$ cat config.mk
export PLATFORM = sky130hd
export DESIGN_NAME = pipe_drain
export DESIGN_NICKNAME = d
export VERILOG_FILES = /design/src/rtl/libv2_pkg.sv /design/src/rtl/drain_fifo_mem.sv /design/src/rtl/pipe_drain.sv
export SDC_FILE = /design/constraint.sdc
export NUM_CORES = 1
export LEC_CHECK = 0
export ABC_CLOCK_PERIOD_IN_PS = 10600
export CAP_MARGIN = 15
export CORE_MARGIN = 8
export CORE_UTILIZATION = 30
export DETAILED_ROUTE_END_ITERATION = 8
export GPL_TIMING_DRIVEN = 0
export PLACE_DENSITY_LB_ADDON = 0.1
export SYNTH_ARGS = -nofsm -noshare
export SYNTH_HDL_FRONTEND = slang
export SYNTH_SLANG_ARGS = --single-unit
$ cat constraint.sdc
create_clock -name clk -period 10.6 [get_ports clk]
set_input_delay 1.06 -clock clk [delete_from_list [all_inputs] [get_ports clk]]
set_output_delay 1.06 -clock clk [all_outputs]
set_load 0.03 [all_outputs]
$ cat src/rtl/libv2_pkg.sv
// ============================================================================
// Module : libv2_pkg
// Brief  : Shared helpers for the pipeline library (pointer/count widths).
// Rev    : 1.0 - initial release
// ============================================================================
`default_nettype none

package libv2_pkg;

    // Pointer and occupancy width: index bits plus one wrap bit.
    function automatic int clog2p1(input int depth);
        return $clog2(depth) + 1;
    endfunction

endpackage

`default_nettype wire

$ cat src/rtl/drain_fifo_mem.sv
// ============================================================================
// Module : drain_fifo_mem
// Brief  : DEPTH x W register array, one write port, combinational read port.
// Rev    : 1.0 - initial release
// ============================================================================
`default_nettype none

module drain_fifo_mem #(
    parameter int W     = 32,
    parameter int DEPTH = 8
) (
    input  logic                       clk,
    input  logic                       we,
    input  logic [$clog2(DEPTH)-1:0]   waddr,
    input  logic [W-1:0]               wdata,
    input  logic [$clog2(DEPTH)-1:0]   raddr,
    output logic [W-1:0]               rdata
);

    // Contents are deliberately not reset; validity is tracked by the pointers.
    logic [W-1:0] r_mem [DEPTH];

    always_ff @(posedge clk) begin
        if (we) begin
            r_mem[waddr] <= wdata;
        end
    end

    assign rdata = r_mem[raddr];

endmodule

`default_nettype wire

$ cat src/rtl/pipe_drain.sv
// ============================================================================
// Module : pipe_drain
// Brief  : Pipeline terminal FIFO with early stall request, high-water mark
//          and sticky overflow flag.
// Rev    : 1.0 - initial release
// ============================================================================
`default_nettype none

module pipe_drain
    import libv2_pkg::*;
#(
    parameter int W     = 32,
    parameter int DEPTH = 8,
    parameter int SLACK = 3
) (
    input  logic                          clk,
    input  logic                          rst_n,
    input  logic [W-1:0]                  in,
    input  logic                          in_vld,
    output logic                          stall_r,
    output logic [W-1:0]                  out,
    output logic                          out_vld,
    input  logic                          out_accept,
    output logic [clog2p1(DEPTH)-1:0]     cnt_r,
    output logic [clog2p1(DEPTH)-1:0]     hwm_r,
    input  logic                          hwm_clr,
    output logic                          err_ovf_r,
    input  logic                          err_clr
);

    localparam int c_PW = clog2p1(DEPTH);
    localparam int c_AW = c_PW - 1;
    localparam logic [c_PW-1:0] c_ONE    = c_PW'(1);
    localparam logic [c_PW-1:0] c_THRESH = c_PW'(DEPTH - SLACK);

    if ((DEPTH < 4) || ((DEPTH & (DEPTH - 1)) != 0)) begin : g_chk_depth
        $error("pipe_drain: DEPTH must be a power of two and at least 4");
    end
    if ((SLACK < 1) || (SLACK >= DEPTH)) begin : g_chk_slack
        $error("pipe_drain: SLACK must satisfy 1 <= SLACK < DEPTH");
    end

    logic [c_PW-1:0] r_wr_ptr;
    logic [c_PW-1:0] r_rd_ptr;
    logic            w_empty;
    logic            w_full;
    logic            w_push;
    logic            w_pop;
    logic            w_ovf;
    logic [c_PW-1:0] w_cnt_next;
    logic [c_PW-1:0] w_hwm_next;

    assign w_empty = (r_wr_ptr == r_rd_ptr);
    assign w_full  = (r_wr_ptr[c_AW-1:0] == r_rd_ptr[c_AW-1:0]) &&
                     (r_wr_ptr[c_AW] != r_rd_ptr[c_AW]);
    assign out_vld = ~w_empty;
    assign w_pop   = out_vld & out_accept;
    // A full FIFO still accepts a beat when the head leaves in the same cycle.
    assign w_push  = in_vld & (~w_full | w_pop);
    assign w_ovf   = in_vld & w_full & ~w_pop;

    always_comb begin
        w_cnt_next = cnt_r;
        if (w_push) w_cnt_next = w_cnt_next + c_ONE;
        if (w_pop)  w_cnt_next = w_cnt_next - c_ONE;
    end

    always_comb begin
        w_hwm_next = hwm_r;
        if (hwm_clr || (w_cnt_next > hwm_r)) w_hwm_next = w_cnt_next;
    end

    always_ff @(posedge clk or negedge rst_n) begin
        if (!rst_n) begin
            r_wr_ptr  <= '0;
            r_rd_ptr  <= '0;
            cnt_r     <= '0;
            hwm_r     <= '0;
            stall_r   <= 1'b0;
            err_ovf_r <= 1'b0;
        end else begin
            if (w_push) r_wr_ptr <= r_wr_ptr + c_ONE;
            if (w_pop)  r_rd_ptr <= r_rd_ptr + c_ONE;
            cnt_r     <= w_cnt_next;
            hwm_r     <= w_hwm_next;
            stall_r   <= (w_cnt_next >= c_THRESH);
            err_ovf_r <= (err_ovf_r & ~err_clr) | w_ovf;
        end
    end

    drain_fifo_mem #(
        .W     (W),
        .DEPTH (DEPTH)
    ) u_mem (
        .clk   (clk),
        .we    (w_push),
        .waddr (r_wr_ptr[c_AW-1:0]),
        .wdata (in),
        .raddr (r_rd_ptr[c_AW-1:0]),
        .rdata (out)
    );

endmodule

`default_nettype wire
# Yosys cells after proc, flatten, opt, wreduce, memory -nomap -nowiden
# Memories as Yosys holds them, arrays and structs flattened.
# Index checks and enable logic that the tools add are counted.
[word_totals]
inputBits = 38
mem_count = 1
reg_bits = 18
out_inout_bits = 43
mem_bits_rw = 256
elab_cells = 33
[memory_table]
columns = ["name", "depth", "word_bits", "read_ports", "rd_ports_with_merged_regs", "wr", "line_no", "rtl"]
rows = [
  ["u_mem.r_mem", 8, 32, 1, 0, 1, "drain_fifo_mem.sv:21", "logic [W-1:0] r_mem [DEPTH];"],
]
[classes]
add_sub_neg = 4
mux = 4
reduce_logical = 2
n_bitwise = 11
n_eq_ne = 3
order_cmp = 2
[ops]
columns = ["operator", "n"]
rows = [
  ["adder 4 x 1 -> 4 bit, second input constant", 3],
  ["2-to-1 mux 4 bit", 2],
  ["AND 1 bit", 5],
  ["== test 4 bit", 1],
  [">= comparator 4 x 3 -> 1 bit, second input constant", 1],
  ["greater-than comparator 4 bit", 1],
  ["NOT 1 bit", 4],
  ["subtractor 4 x 1 -> 4 bit, second input constant", 1],
  ["== test 3 bit", 1],
  ["2-to-1 mux 1 bit", 2],
  ["OR 1 bit", 2],
  ["logical AND 1 bit", 1],
  ["logical OR 1 bit", 1],
  ["!= test 1 bit", 1],
]

# Logic depth before layout (Yosys ltp)
[depth]
ltp_word = 10
mapped_depth = 16
ltp_nobuf = 15

# Hierarchy
# Synthesis repeated with hierarchy kept, for this count alone.
[hier_totals]
hier_cells = 489
hier_area_um2 = 10920.5
[modules_own_cells]
columns = ["mod", "seq_area_each_um2", "cells_per_inst", "instances", "area_each_um2"]
rows = [
  ["drain_fifo_mem", 7687.4, 383, 1, 9825.7],
  ["pipe_drain", 450.4, 106, 1, 1094.8],
]

# Worst setup path after synthesis
# OpenSTA, ideal clock, no wires.
[synth_timing]
path_type = "input to register"
start = "input in_vld"
end = "memory u_mem.r_mem[0][0], enable pin"
n_path_buf = 1
stages = 3
path_slack_ns = 5.524
t_required_ns = 10.099
arrival_time_ns = 4.575
setup_time_ns = 0.501
path_cell_list = "clkbuf_1 > o21ai_1 > nor4_1"
[synth_between]
elab_chain_cells = 3
[synth_rtl]
columns = ["item", "line_no", "rtl"]
rows = [
  ["from (decl)", "pipe_drain.sv:19", "input logic in_vld,"],
  ["AND 1 bit", "pipe_drain.sv:59", "assign w_push = in_vld & (~w_full | w_pop);"],
  ["2-to-1 mux 1 bit", "drain_fifo_mem.sv:24", "if (we) begin"],
  ["2-to-1 mux 1 bit (implied by the code)", "drain_fifo_mem.sv:25", "r_mem[waddr] <= wdata;"],
  ["to (decl)", "drain_fifo_mem.sv:21", ""],
]
# Every way passes these cells.

# Final worst setup path
[layout_timing]
start = "register r_rd_ptr[1]"
end = "output out[27]"
[layout_between]
elab_chain_cells = 1
[layout_rtl]
columns = ["item", "line_no", "rtl"]
rows = [
  ["from (decl)", "pipe_drain.sv:44", "logic [c_PW-1:0] r_rd_ptr;"],
  ["from (signal assigned)", "pipe_drain.sv:83", "if (w_pop) r_rd_ptr <= r_rd_ptr + c_ONE;"],
  ["memory (8 x 32 bit)", "--", ""],
  ["to (decl)", "pipe_drain.sv:21", "output logic [W-1:0] out,"],
]
# Every way passes these cells.

==> impl_metrics.yaml <==
layout:
  nets: 673
  final_common_cell: "edfxtp_1"
  antenna_cells: 0
  instances_no_fill: 1112
  final_area_sq_um: 13300
  final_layout_size_suffix_gt1_frac: 0.287
  layout.cells.most_common_list: "edfxtp_1 (256), clkdlybuf4s50_1 (79), mux4_2 (64)"
  area_delta_synth_final_pct: 24.4
placed_design:
  dpl-instance-area_sq_um: 12400
  pre_cts_ws_ps: 5730
  hpwl_mm: 16.2
  port_buffers: 79
  gp_congestion: 0.698
  place_inst: 1056
pwr:
  swShare: 0.337
  pwr_density_cell_nw_per_um2: 302
  sequentialPowerShare: 0.357
  leakagePower_nw: 4.34
  vdd_drop_max_mv: 0.143
  netSwitchingPower_mw: 1.36
  pwr-share-comb: 0.407
  clockPowerShare: 0.236
  power.internal_mw: 2.67
critical_path:
  cp_slowest_cell: "clkbuf_1"
  cp_max_fo: 10
  cp-start-kind: "register"
  endpoint_kind: "output pin"
  rr_endpoint: "hwm_r[3]"
  reg2reg_depth: 16
  path_class: "reg -> out"
  critPathLaunch: "r_rd_ptr[1]"
  cp_cell_sequence: "buf_1 -> clkbuf_1 -> mux4_2 -> mux2_2 -> clkdlybuf4s50_1"
  worstPathRequired_ps: 9540
  critPathTopFamily: "buffers and inverters"
  cp.depth: 5
  rrSetupSlack_ps: 6480
  crit_arrival_ps: 3620
  max_stage_delay_ps: 720
  critical_path_buf_inv_count: 3
  endpoint: "out[27]"
  rr_startpoint: "r_rd_ptr[0]"
sta:
  finalCriticalPeriod_ps: 4680
  whs_ps: 485
  tightest_slew_ps: 1080
  final_max_slew_viol_count: 0
  rsz0062_at_grt: "no"
  fin_ws_ps: 5920
  finalHoldViolations: 0
  fmax_mhz: 214
  report.final.setup_viol: 0
  maxSlewHeadroom: 0.280
  finalClockSkew_ps: 8.41
  setup_tns_ps: 0
  fin_crit_sh: 0.441
floorplanning:
  start_util: 0.303
  die_y_um: 205
  fp.dieArea_sq_um: 42000
  coreArea_sq_um: 35400
  ios: 81
  rows: 69
  dieWidth_um: 205
yosys:
  yosysUniqueCellTypes: 39
  async_flop_share: 0.0657
  netlist.area_leader.share: 0.718
  yosysWarnings: 0
  synth_edf_count: 256
  yosys_most_used_dff: "edfxtp_1"
  syn_inst: 491
  yosys.area.top_type: "edfxtp_1"
  syn_nets: 537
  synth.avg_cell_area_sq_um: 21.8
  ys_top_cells_by_area: "edfxtp_1 (72%), mux4_2 (13%), dfrtp_1 (4.2%), mux2_2 (3.9%), ha_1 (0.93%)"
  mappedNetlistArea_sq_um: 10700
  synth.ff_latch_count: 274
  ys_seq_area_frac: 0.760
clocking:
  cts_num_sinks: 274
  cts.repair.resized: 0
  cts_buffer_depth: 3
  cts_inserted_buffers: 30
  ctsRootBufferMaster: "clkbuf_16"
  postCtsSetupRepairBufs: 0
  clock_latency_ps: 540
  clk_pin_slew_ps: 60
  hold_buffers: 0
  cts_tree: "done"
  htree_num_levels: 1
routing:
  drtPass1Iterations: 4
  drcViolationCount: 0
  antenna_left: 0
  via_per_inst: 4.67
  wirelength_mm: 24.4
  wire_per_inst_um: 22.0
  vias: 5192
  dr.first_iter.drc_count: 198
job:
  drv_cap: 0
global_route:
  antenna_found_initial: 1
  grt-ovfl-total: 0
  groute.usage.overall: 0.117
  grt_pass1_wl_mm: 36.9
  grt_max_degree: 19
  grt_pass1_vias: 5794
run_status:
  outcome: "finished clean"
min_path:
  min_from: "r_rd_ptr[3]"
  hold_class: "reg -> reg"
power by group through the flow:
| stage | clock network (mW) | registers, mW | logic, mW |
|---|---|---|---|
| after floorplan | 0 | 1.49 | 1.02 |
| after global placement | 0 | 1.48 | 1.61 |
| after detailed placement | 0 | 1.46 | 1.68 |
| after CTS | 0.985 | 1.44 | 1.69 |
| after global routing | 1.03 | 1.45 | 1.77 |
| final | 0.951 | 1.44 | 1.64 |
synth_stat cells, types with 2 or more instances:
master	number
a21oi_1	6
buf_1	4
buf_2	6
clkbuf_1	10
clkbuf_2	2
dfrtp_1	18
edfxtp_1	256
ha_1	8
inv_1	7
mux2_2	37
mux2i_1	2
mux4_2	64
nand2_1	14
nand2b_1	2
nand3_1	4
nand4_1	2
nor2_1	7
nor3_1	7
o21ai_0	3
or2_2	2
or3_1	2
xnor2_1	7
xor2_1	5
worst min-delay path by stage:
stage                        to  slack [ps]  cells past startpoint
floorplan           r_wr_ptr[3]         460                      1
global placement    r_rd_ptr[3]         480                      1
detailed placement  r_rd_ptr[3]         480                      1
CTS                 r_rd_ptr[3]         490                      1
global route        r_wr_ptr[3]         530                      1
finish              r_rd_ptr[3]         480                      1
registers in the layout, indices dropped and copies added (netlist names):
register	count
r_wr_ptr	4
u_mem.r_mem	256
hwm_r	4
stall_r	1
cnt_r	4
err_ovf_r	1
r_rd_ptr	4
per-layer routing:
metal  global-route usage  vias up  part of all wire
met5                    0        -           0.00053
met1                0.152     2754              0.44
li1                     -     2312                 -
met2                0.200       86              0.50
met3               0.0255       38             0.045
met4               0.0258        2             0.019
area by class of cell:
cell class / instances / area (sq um)
clock inverters: 18 / 100
flip-flops and latches: 274 / 8140
repair buffers: 104 / 1090
inverters: 7 / 26.3
clock buffers: 38 / 802
multi-input cells: 187 / 2490
well taps: 461 / 577
plain buffers: 23 / 104
fillers: 3305 / 22100
stage by stage:
stage,total power [mW],util
after floorplan,2.51,-
after global placement,3.09,0.341
after detailed placement,3.14,0.351
after CTS,4.11,0.377
after global routing,4.25,0.377
final,4.03,0.377
logic make-up (layout without fill, tap and decap cells):
logic type      count (synthesis)  count (layout)  synth area share
flops                         274             274             0.760
mux                           103             103             0.175
simple gates                   44              44            0.0200
buf+inv                        30             190            0.0121
compound gates                 19              19            0.0124
xor+xnor                       13              13            0.0113
fa+ha+maj                       8               8           0.00934
Power figures use the tool's default switching activity.
